File: src/rtl/riscv_pkg.sv
// Shared RV32I definitions: opcode constants, control FSM states and the
// encodings of the datapath mux selects driven by the control unit.
package riscv_pkg;

  localparam logic [6:0] OPC_LOAD   = 7'b0000011;
  localparam logic [6:0] OPC_STORE  = 7'b0100011;
  localparam logic [6:0] OPC_OP     = 7'b0110011;
  localparam logic [6:0] OPC_OP_IMM = 7'b0010011;
  localparam logic [6:0] OPC_BRANCH = 7'b1100011;
  localparam logic [6:0] OPC_JAL    = 7'b1101111;
  localparam logic [6:0] OPC_JALR   = 7'b1100111;
  localparam logic [6:0] OPC_LUI    = 7'b0110111;
  localparam logic [6:0] OPC_AUIPC  = 7'b0010111;

  typedef enum logic [3:0] {
    S_FETCH, S_DECODE, S_MEMADR, S_MEMREAD, S_MEMWB, S_MEMWRITE,
    S_EXEC_R, S_EXEC_I, S_ALU_WB, S_BRANCH, S_JAL, S_JALR, S_LUI, S_AUIPC
  } cu_state_e;

  typedef enum logic [1:0] {
    SRCA_PC = 2'b00, SRCA_RS1 = 2'b01, SRCA_OLDPC = 2'b10, SRCA_ZERO = 2'b11
  } alu_src_a_e;

  typedef enum logic [1:0] {
    SRCB_RS2 = 2'b00, SRCB_FOUR = 2'b01, SRCB_IMM = 2'b10
  } alu_src_b_e;

  typedef enum logic [1:0] {
    ALUOP_ADD = 2'b00, ALUOP_BRANCH = 2'b01, ALUOP_FUNCT = 2'b10
  } alu_op_e;

  typedef enum logic [1:0] {
    M2R_ALUOUT = 2'b00, M2R_MDR = 2'b01, M2R_PC = 2'b10
  } mem_to_reg_e;

endpackage

File: src/rtl/control_unit.sv
// Multi-cycle RV32I control FSM: one micro-step per clock, decoding the
// opcode held in IR and driving every datapath enable and mux select.
module control_unit
  import riscv_pkg::*;
(
  input  logic       clk,
  input  logic       rst_n,
  input  logic [6:0] instr_opcode_i,
  input  logic       mem_ready_i,
  output logic       pc_write_o,
  output logic       pc_write_cond_o,
  output logic       ir_write_o,
  output logic       lord_o,
  output logic       mem_read_o,
  output logic       mem_write_o,
  output logic       reg_write_o,
  output logic [1:0] mem_to_reg_o,
  output logic [1:0] alu_src_a_o,
  output logic [1:0] alu_src_b_o,
  output logic [1:0] alu_op_o,
  output logic       pc_source_o,
  output logic       illegal_instr_o
);

  cu_state_e state_q, state_d;

  // State register; reset abandons any instruction and restarts at FETCH.
  always_ff @(posedge clk or negedge rst_n) begin
    if (!rst_n) state_q <= S_FETCH;
    else        state_q <= state_d;
  end

  // Next-state logic: memory states hold until the ready handshake.
  always_comb begin
    state_d = state_q;
    case (state_q)
      S_FETCH:    if (mem_ready_i) state_d = S_DECODE;
      S_DECODE: begin
        case (instr_opcode_i)
          OPC_LOAD, OPC_STORE: state_d = S_MEMADR;
          OPC_OP:              state_d = S_EXEC_R;
          OPC_OP_IMM:          state_d = S_EXEC_I;
          OPC_BRANCH:          state_d = S_BRANCH;
          OPC_JAL:             state_d = S_JAL;
          OPC_JALR:            state_d = S_JALR;
          OPC_LUI:             state_d = S_LUI;
          OPC_AUIPC:           state_d = S_AUIPC;
          default:             state_d = S_FETCH;
        endcase
      end
      S_MEMADR: begin
        if (instr_opcode_i == OPC_LOAD)       state_d = S_MEMREAD;
        else if (instr_opcode_i == OPC_STORE) state_d = S_MEMWRITE;
        else                                  state_d = S_FETCH;
      end
      S_MEMREAD:  if (mem_ready_i) state_d = S_MEMWB;
      S_MEMWRITE: if (mem_ready_i) state_d = S_FETCH;
      S_EXEC_R, S_EXEC_I, S_LUI, S_AUIPC: state_d = S_ALU_WB;
      S_MEMWB, S_ALU_WB, S_BRANCH, S_JAL, S_JALR: state_d = S_FETCH;
      default:    state_d = S_FETCH;
    endcase
  end

  // Output decode from the current state; everything is held low in reset.
  always_comb begin
    pc_write_o      = 1'b0;
    pc_write_cond_o = 1'b0;
    ir_write_o      = 1'b0;
    lord_o          = 1'b0;
    mem_read_o      = 1'b0;
    mem_write_o     = 1'b0;
    reg_write_o     = 1'b0;
    mem_to_reg_o    = M2R_ALUOUT;
    alu_src_a_o     = SRCA_PC;
    alu_src_b_o     = SRCB_RS2;
    alu_op_o        = ALUOP_ADD;
    pc_source_o     = 1'b0;
    illegal_instr_o = 1'b0;
    case (state_q)
      S_FETCH: begin
        mem_read_o  = 1'b1;
        alu_src_b_o = SRCB_FOUR;
        ir_write_o  = mem_ready_i;
        pc_write_o  = mem_ready_i;
      end
      S_DECODE: begin
        alu_src_a_o = SRCA_OLDPC;
        alu_src_b_o = SRCB_IMM;
        case (instr_opcode_i)
          OPC_LOAD, OPC_STORE, OPC_OP, OPC_OP_IMM, OPC_BRANCH,
          OPC_JAL, OPC_JALR, OPC_LUI, OPC_AUIPC: illegal_instr_o = 1'b0;
          default:                               illegal_instr_o = 1'b1;
        endcase
      end
      S_MEMADR: begin
        alu_src_a_o = SRCA_RS1;
        alu_src_b_o = SRCB_IMM;
      end
      S_MEMREAD: begin
        mem_read_o = 1'b1;
        lord_o     = 1'b1;
      end
      S_MEMWB: begin
        reg_write_o  = 1'b1;
        mem_to_reg_o = M2R_MDR;
      end
      S_MEMWRITE: begin
        mem_write_o = 1'b1;
        lord_o      = 1'b1;
      end
      S_EXEC_R: begin
        alu_src_a_o = SRCA_RS1;
        alu_op_o    = ALUOP_FUNCT;
      end
      S_EXEC_I: begin
        alu_src_a_o = SRCA_RS1;
        alu_src_b_o = SRCB_IMM;
        alu_op_o    = ALUOP_FUNCT;
      end
      S_LUI: begin
        alu_src_a_o = SRCA_ZERO;
        alu_src_b_o = SRCB_IMM;
      end
      S_AUIPC: begin
        alu_src_a_o = SRCA_OLDPC;
        alu_src_b_o = SRCB_IMM;
      end
      S_ALU_WB: reg_write_o = 1'b1;
      S_BRANCH: begin
        alu_src_a_o     = SRCA_RS1;
        alu_op_o        = ALUOP_BRANCH;
        pc_write_cond_o = 1'b1;
        pc_source_o     = 1'b1;
      end
      S_JAL: begin
        pc_write_o   = 1'b1;
        pc_source_o  = 1'b1;
        reg_write_o  = 1'b1;
        mem_to_reg_o = M2R_PC;
      end
      S_JALR: begin
        alu_src_a_o  = SRCA_RS1;
        alu_src_b_o  = SRCB_IMM;
        pc_write_o   = 1'b1;
        reg_write_o  = 1'b1;
        mem_to_reg_o = M2R_PC;
      end
      default: ;
    endcase
    if (!rst_n) begin
      pc_write_o      = 1'b0;
      ir_write_o      = 1'b0;
      mem_read_o      = 1'b0;
      alu_src_a_o     = SRCA_PC;
      alu_src_b_o     = SRCB_RS2;
      pc_write_cond_o = 1'b0;
      lord_o          = 1'b0;
      mem_write_o     = 1'b0;
      reg_write_o     = 1'b0;
      mem_to_reg_o    = M2R_ALUOUT;
      alu_op_o        = ALUOP_ADD;
      pc_source_o     = 1'b0;
      illegal_instr_o = 1'b0;
    end
  end

endmodule
File: config.mk
export PLATFORM = sky130hd
export DESIGN_NAME = control_unit
export DESIGN_NICKNAME = d
export VERILOG_FILES = /design/src/rtl/riscv_pkg.sv /design/src/rtl/control_unit.sv
export SDC_FILE = /design/constraint.sdc
export NUM_CORES = 1
export LEC_CHECK = 0
export CORE_AREA = 2 2 39 41
export DETAILED_ROUTE_END_ITERATION = 10
export DIE_AREA = 0 0 41 43
export DONT_BUFFER_PORTS = 1
export PLACE_DENSITY = 0.73
export SLEW_MARGIN = 30
export SYNTH_ARGS = -nofsm -noshare
export SYNTH_HDL_FRONTEND = slang
export SYNTH_SLANG_ARGS = --single-unit
File: constraint.sdc
create_clock -name clk -period 1.5 [get_ports clk]
set_input_delay 0.075 -clock clk [delete_from_list [all_inputs] [get_ports clk]]
set_output_delay 0.075 -clock clk [all_outputs]
set_load 0.02 [all_outputs]
* Word level (Yosys, flattened, before mapping)
Index checks and enable logic that the tools add are counted.
** Storage, ports and cells
- Register bits :: 4
- Word-level logic and storage cells :: 74
- Memory bits (writable) :: 0
- Bits of input ports :: 10
- Output and inout bits :: 17
- Memories kept :: 0
- Latch bits :: 0
- Bits in read-only memories :: 0
** Operators by class
- Equal/unequal tests :: 25
- $mul :: 0
- Bitwise logic cells :: 0
- Shift-type cells :: 0
- Add/subtract/negate cells :: 0
- Magnitude comparators :: 0
- Reduce and logical (&&, ||, !) cells :: 14
- Muxes and demuxes :: 34
- Div/mod/pow operators :: 0
** Operators by type and width (number)
- $pmux W4 S8 :: 1
- $eq A4 B4 Y1 const B :: 6
- $pmux W4 S6 :: 1
- $eq A7 B6 Y1 const B :: 3
- $eq A7 B7 Y1 const B :: 3
- $mux W1 :: 18
- $eq A4 B3 Y1 const B :: 4
- $eq A7 B5 Y1 const B :: 2
- $reduce_or A2 Y1 :: 7
- $mux W4 :: 3
- $pmux W2 S2 :: 3
- $reduce_or A9 Y1 :: 1
- $eq A4 B2 Y1 const B :: 2
- $mux W2 :: 4
- $reduce_or A4 Y1 :: 2
- $eq A7 B2 Y1 const B :: 1
- $mux W3 :: 2
- $ne A2 B2 Y1 const B :: 3
- $pmux W2 S3 :: 1
- $reduce_or A6 Y1 :: 1
- $reduce_or A5 Y1 :: 1
- $eq A4 B1 Y1 const B :: 1
- $logic_not A4 Y1 :: 1
- $reduce_and A3 Y1 :: 1
- $pmux W1 S2 :: 1

* Logic depth before layout (Yosys ltp)
- Depth in word-level cells :: 5
- Mapped depth :: 5
- Gate-level depth less buffers :: 4

* Worst setup path before layout
No wires, ideal clock.
- Path type :: register to register
- Start :: register state_q[1]
- End :: register state_q[2]
- Library setup time :: 94 ps
- Data required time :: 1406 ps
- Period minus slack after synthesis :: 1623 ps
- Cell stages (with the launch flop) :: 6
- Path slack :: -123 ps
- Path buffers :: 1
- Data arrival time :: 1529 ps
- Path through :: dfrtp_1 buf_6 nand2b_4 or4_4 o32a_1 a221oi_2
** On the way
- Word-level cells in the longest chain between the ends :: 3
- Elaborated cells on any way between the ends :: 15
- Those cells by class :: eq/ne: 11; mux: 1; reduce/logical: 3
** Ends and longest elaborated chain
- start: declaration :: RTL line control_unit.sv:25 : cu_state_e state_q, state_d;
- start signal: assignment :: RTL line control_unit.sv:30 : else state_q <= state_d;
- $eq A4 B3 Y1, or another cell as far along :: RTL line control_unit.sv:36 : case (state_q)
- $reduce_or A4 Y1 or $ne A2 B2 Y1 (tied branches)
- $pmux W4 S6 or $reduce_and A3 Y1 (tied branches)
Several ways; a longest one is shown, not always the timed one.
A chain may end at the register's enable or synchronous reset.

* Worst setup path after layout
Same ends and word-level chain as after synthesis.

==> results.cfg <==
[synthesis]
synth_flop_cell = dfrtp_1
seq_area_frac_synth_pct = 15.7
syn_area_um2 = 636
synth_area_per_cell_um2 = 7.31
synth-async-reset-ratio_pct = 100
synth_edf_count = 0
yosysWarnings = 0
yosysUniqueCellTypes = 38
synth_cells = 87
ys_ff_latch = 4
syn_nets = 97

[cells_and_area]
final_cell_mix = buf_4, nand2_1, a21oi_1
area_growth_syn_to_layout_pct = 40.7
drive_gt1_share_pct = 44.9
final_cells = 123
fill_cells = 131
multi_input_area_um2 = 554
top_regs = state_q x4
ff_latch_area_um2 = 104
top_register = state_q
largest_register_ffs = 4
finish.utilization_pct = 64.6
finalNetCount = 119
antenna_cells = 0
final_common_cell = buf_4

[power_and_ir_drop]
p_leak_nw = 0.392
peakVddDrop_mv = 0.427
power_density_mw_per_mm2 = 545
p_total_mw = 0.488

[setup_path]
critical_path_arrival_ps = 1660
cpPeakStageDelay_ps = 480
crit_chain = nand2b_4, or4_4, o32a_1, a221oi_2
start_kind = register
path_buf_inv = 0
critical_path_class = register to register
critPathTopFamily = simple AND/OR/NAND/NOR gates
cp-end-kind = register
ff2ff_setup_slack_ps = -10
crit_slowest_cell = or4_4
crit_fanout = 2
cp.required_ps = 1650

[sta]
min_period_ps = 1510
hold_viol = 0
rsz0062_at_grt = true
maxSlewViolCount = 0
setup_ws_ps = -14.2
fin_crit_sh_pct = 101
clock_skew_ps = 12.0
max_freq_mhz = 660
timing_worst_slew_pin_value_ps = 333
setup_violations = 2
relSlewSlack_pct = 77.6

[drt]
first_pass_iters = 4
ant_nets = 0
wl_per_cell_um = 15.1
drcViolationCount = 0
first_iter_violations = 16
vias = 744
viasPerCell = 6.05
wirelength_um = 1860

[floorplanning]
dieHeight_um = 43
ioPinCount = 27
start_util_pct = 45.9
fp.dieArea_mm2 = 0.00176
die_x_um = 41
core-area_mm2 = 0.00138
rows = 14

[clock_network]
clkSlewWorstSetupHoldPaths_ps = 50
numClockSinks = 4
cts_buffers = 3
insertion_delay_ps = 250
cts_max_level = 1
clockRootBuffer = clkbuf_4
clockBufferDepth = 2
cts_tree = yes

[global_routing]
grt_pass1_vias = 660
grt_usage_pct = 23.5
use_met2_pct = 36.9
grt_util_met1_pct = 30.0
grt_pass1_wl_um = 2840
antenna_found_initial = 0
use_met3_pct = 4.19
grt_max_degree = 18
gr-total-overflow = 0
grt-busiest-layer = met2

[hold_path]
hp-class = primary input to register

[job]
maxCapViolCount = 0

[placement]
dp_cells = 114
gp_congestion = 0.897
dp_hpwl_um = 1280
place_ws_ps = -11.5
portBuffers = 0

[status]
violations = negative setup slack
status = complete, but fails checks
-- power by group --
group / switching [mW] / internal, mW / leakage (nW) / total, mW
sequential: 0.00835 / 0.114 / 0.0497 / 0.122
clock: 0.0541 / 0.0902 / 0.0138 / 0.144
combinational: 0.115 / 0.106 / 0.329 / 0.221
-- per-stage QoR --
stage                     TNS (ps)  instance area, um^2  hold WS (ps)
after floorplan               -107                  636          -221
after global placement           0                  723          -220
after global routing          -348                  895          43.5
final                        -17.6                  895          30.9
after CTS                     -107                  795          22.7
after detailed placement     -11.5                  723          -220
-- final timing paths --
kind / start / end / cells after the start
setup reg to reg: state_q[1]$_DFFE_PN0P_ / state_q[2]$_DFFE_PN0P_ / 4
setup / recovery: state_q[1]$_DFFE_PN0P_ / state_q[2]$_DFFE_PN0P_ / 4
min in group asynchronous: rst_n / state_q[0]$_DFFE_PN0P_ / 1
hold / removal: mem_ready_i / state_q[2]$_DFFE_PN0P_ / 2
max in group asynchronous: rst_n / state_q[3]$_DFFE_PN0P_ / 1
hold reg to reg: state_q[3]$_DFFE_PN0P_ / state_q[0]$_DFFE_PN0P_ / 2
-- final cells by class --
cell class	count	share of cell area, %
timing repair buffer	22	20.4
tap	16	2.24
inverter	3	1.26
sequential	4	11.6
multi-input combinational	75	62.0
clock buffer	3	2.52
-- cell usage after synthesis, types with 2 or more instances --
cell	count	share of area, %
a21o_1	2	2.4
nand2b_1	3	3.0
inv_1	3	1.8
o22ai_1	2	2.0
nor2b_1	4	3.9
o21ai_0	3	2.4
xnor2_1	3	4.1
nand2_1	10	5.9
nor2_1	11	6.5
dfrtp_1	4	16
nor3_1	3	2.4
buf_6	4	7.1
a21oi_1	6	4.7
a211o_1	2	2.8
and3_1	4	3.9
-- per-layer routing --
layer,up-vias,wire (um)
li1,362,-
met1,352,808
met2,26,916
met3,4,110
met4,0,29
met5,-,0
-- repair_timing --
action	4_1_cts	5_1_grt
hold buffers	1	0
gates resized for setup	11	22
endpoints found under the hold margin	4	0
pin swaps	1	6
endpoints found under the setup margin	10	16
buffers inserted	2	3
-- kinds of logic (layout without fill, tap and decap cells) --
group                     Yosys count  in the layout  synth area share, %
AOI/OAI and AO/OA                  23             23                 25.6
xor gates and xnor gates            4              4                 5.51
buffers and inverters               8             28                 10.0
DFF                                 4              4                 15.7
muxes                               1              1                 1.57
and+or+nand+nor                    47             47                 41.5
Note: power is estimated with default switching activity, not from simulation.
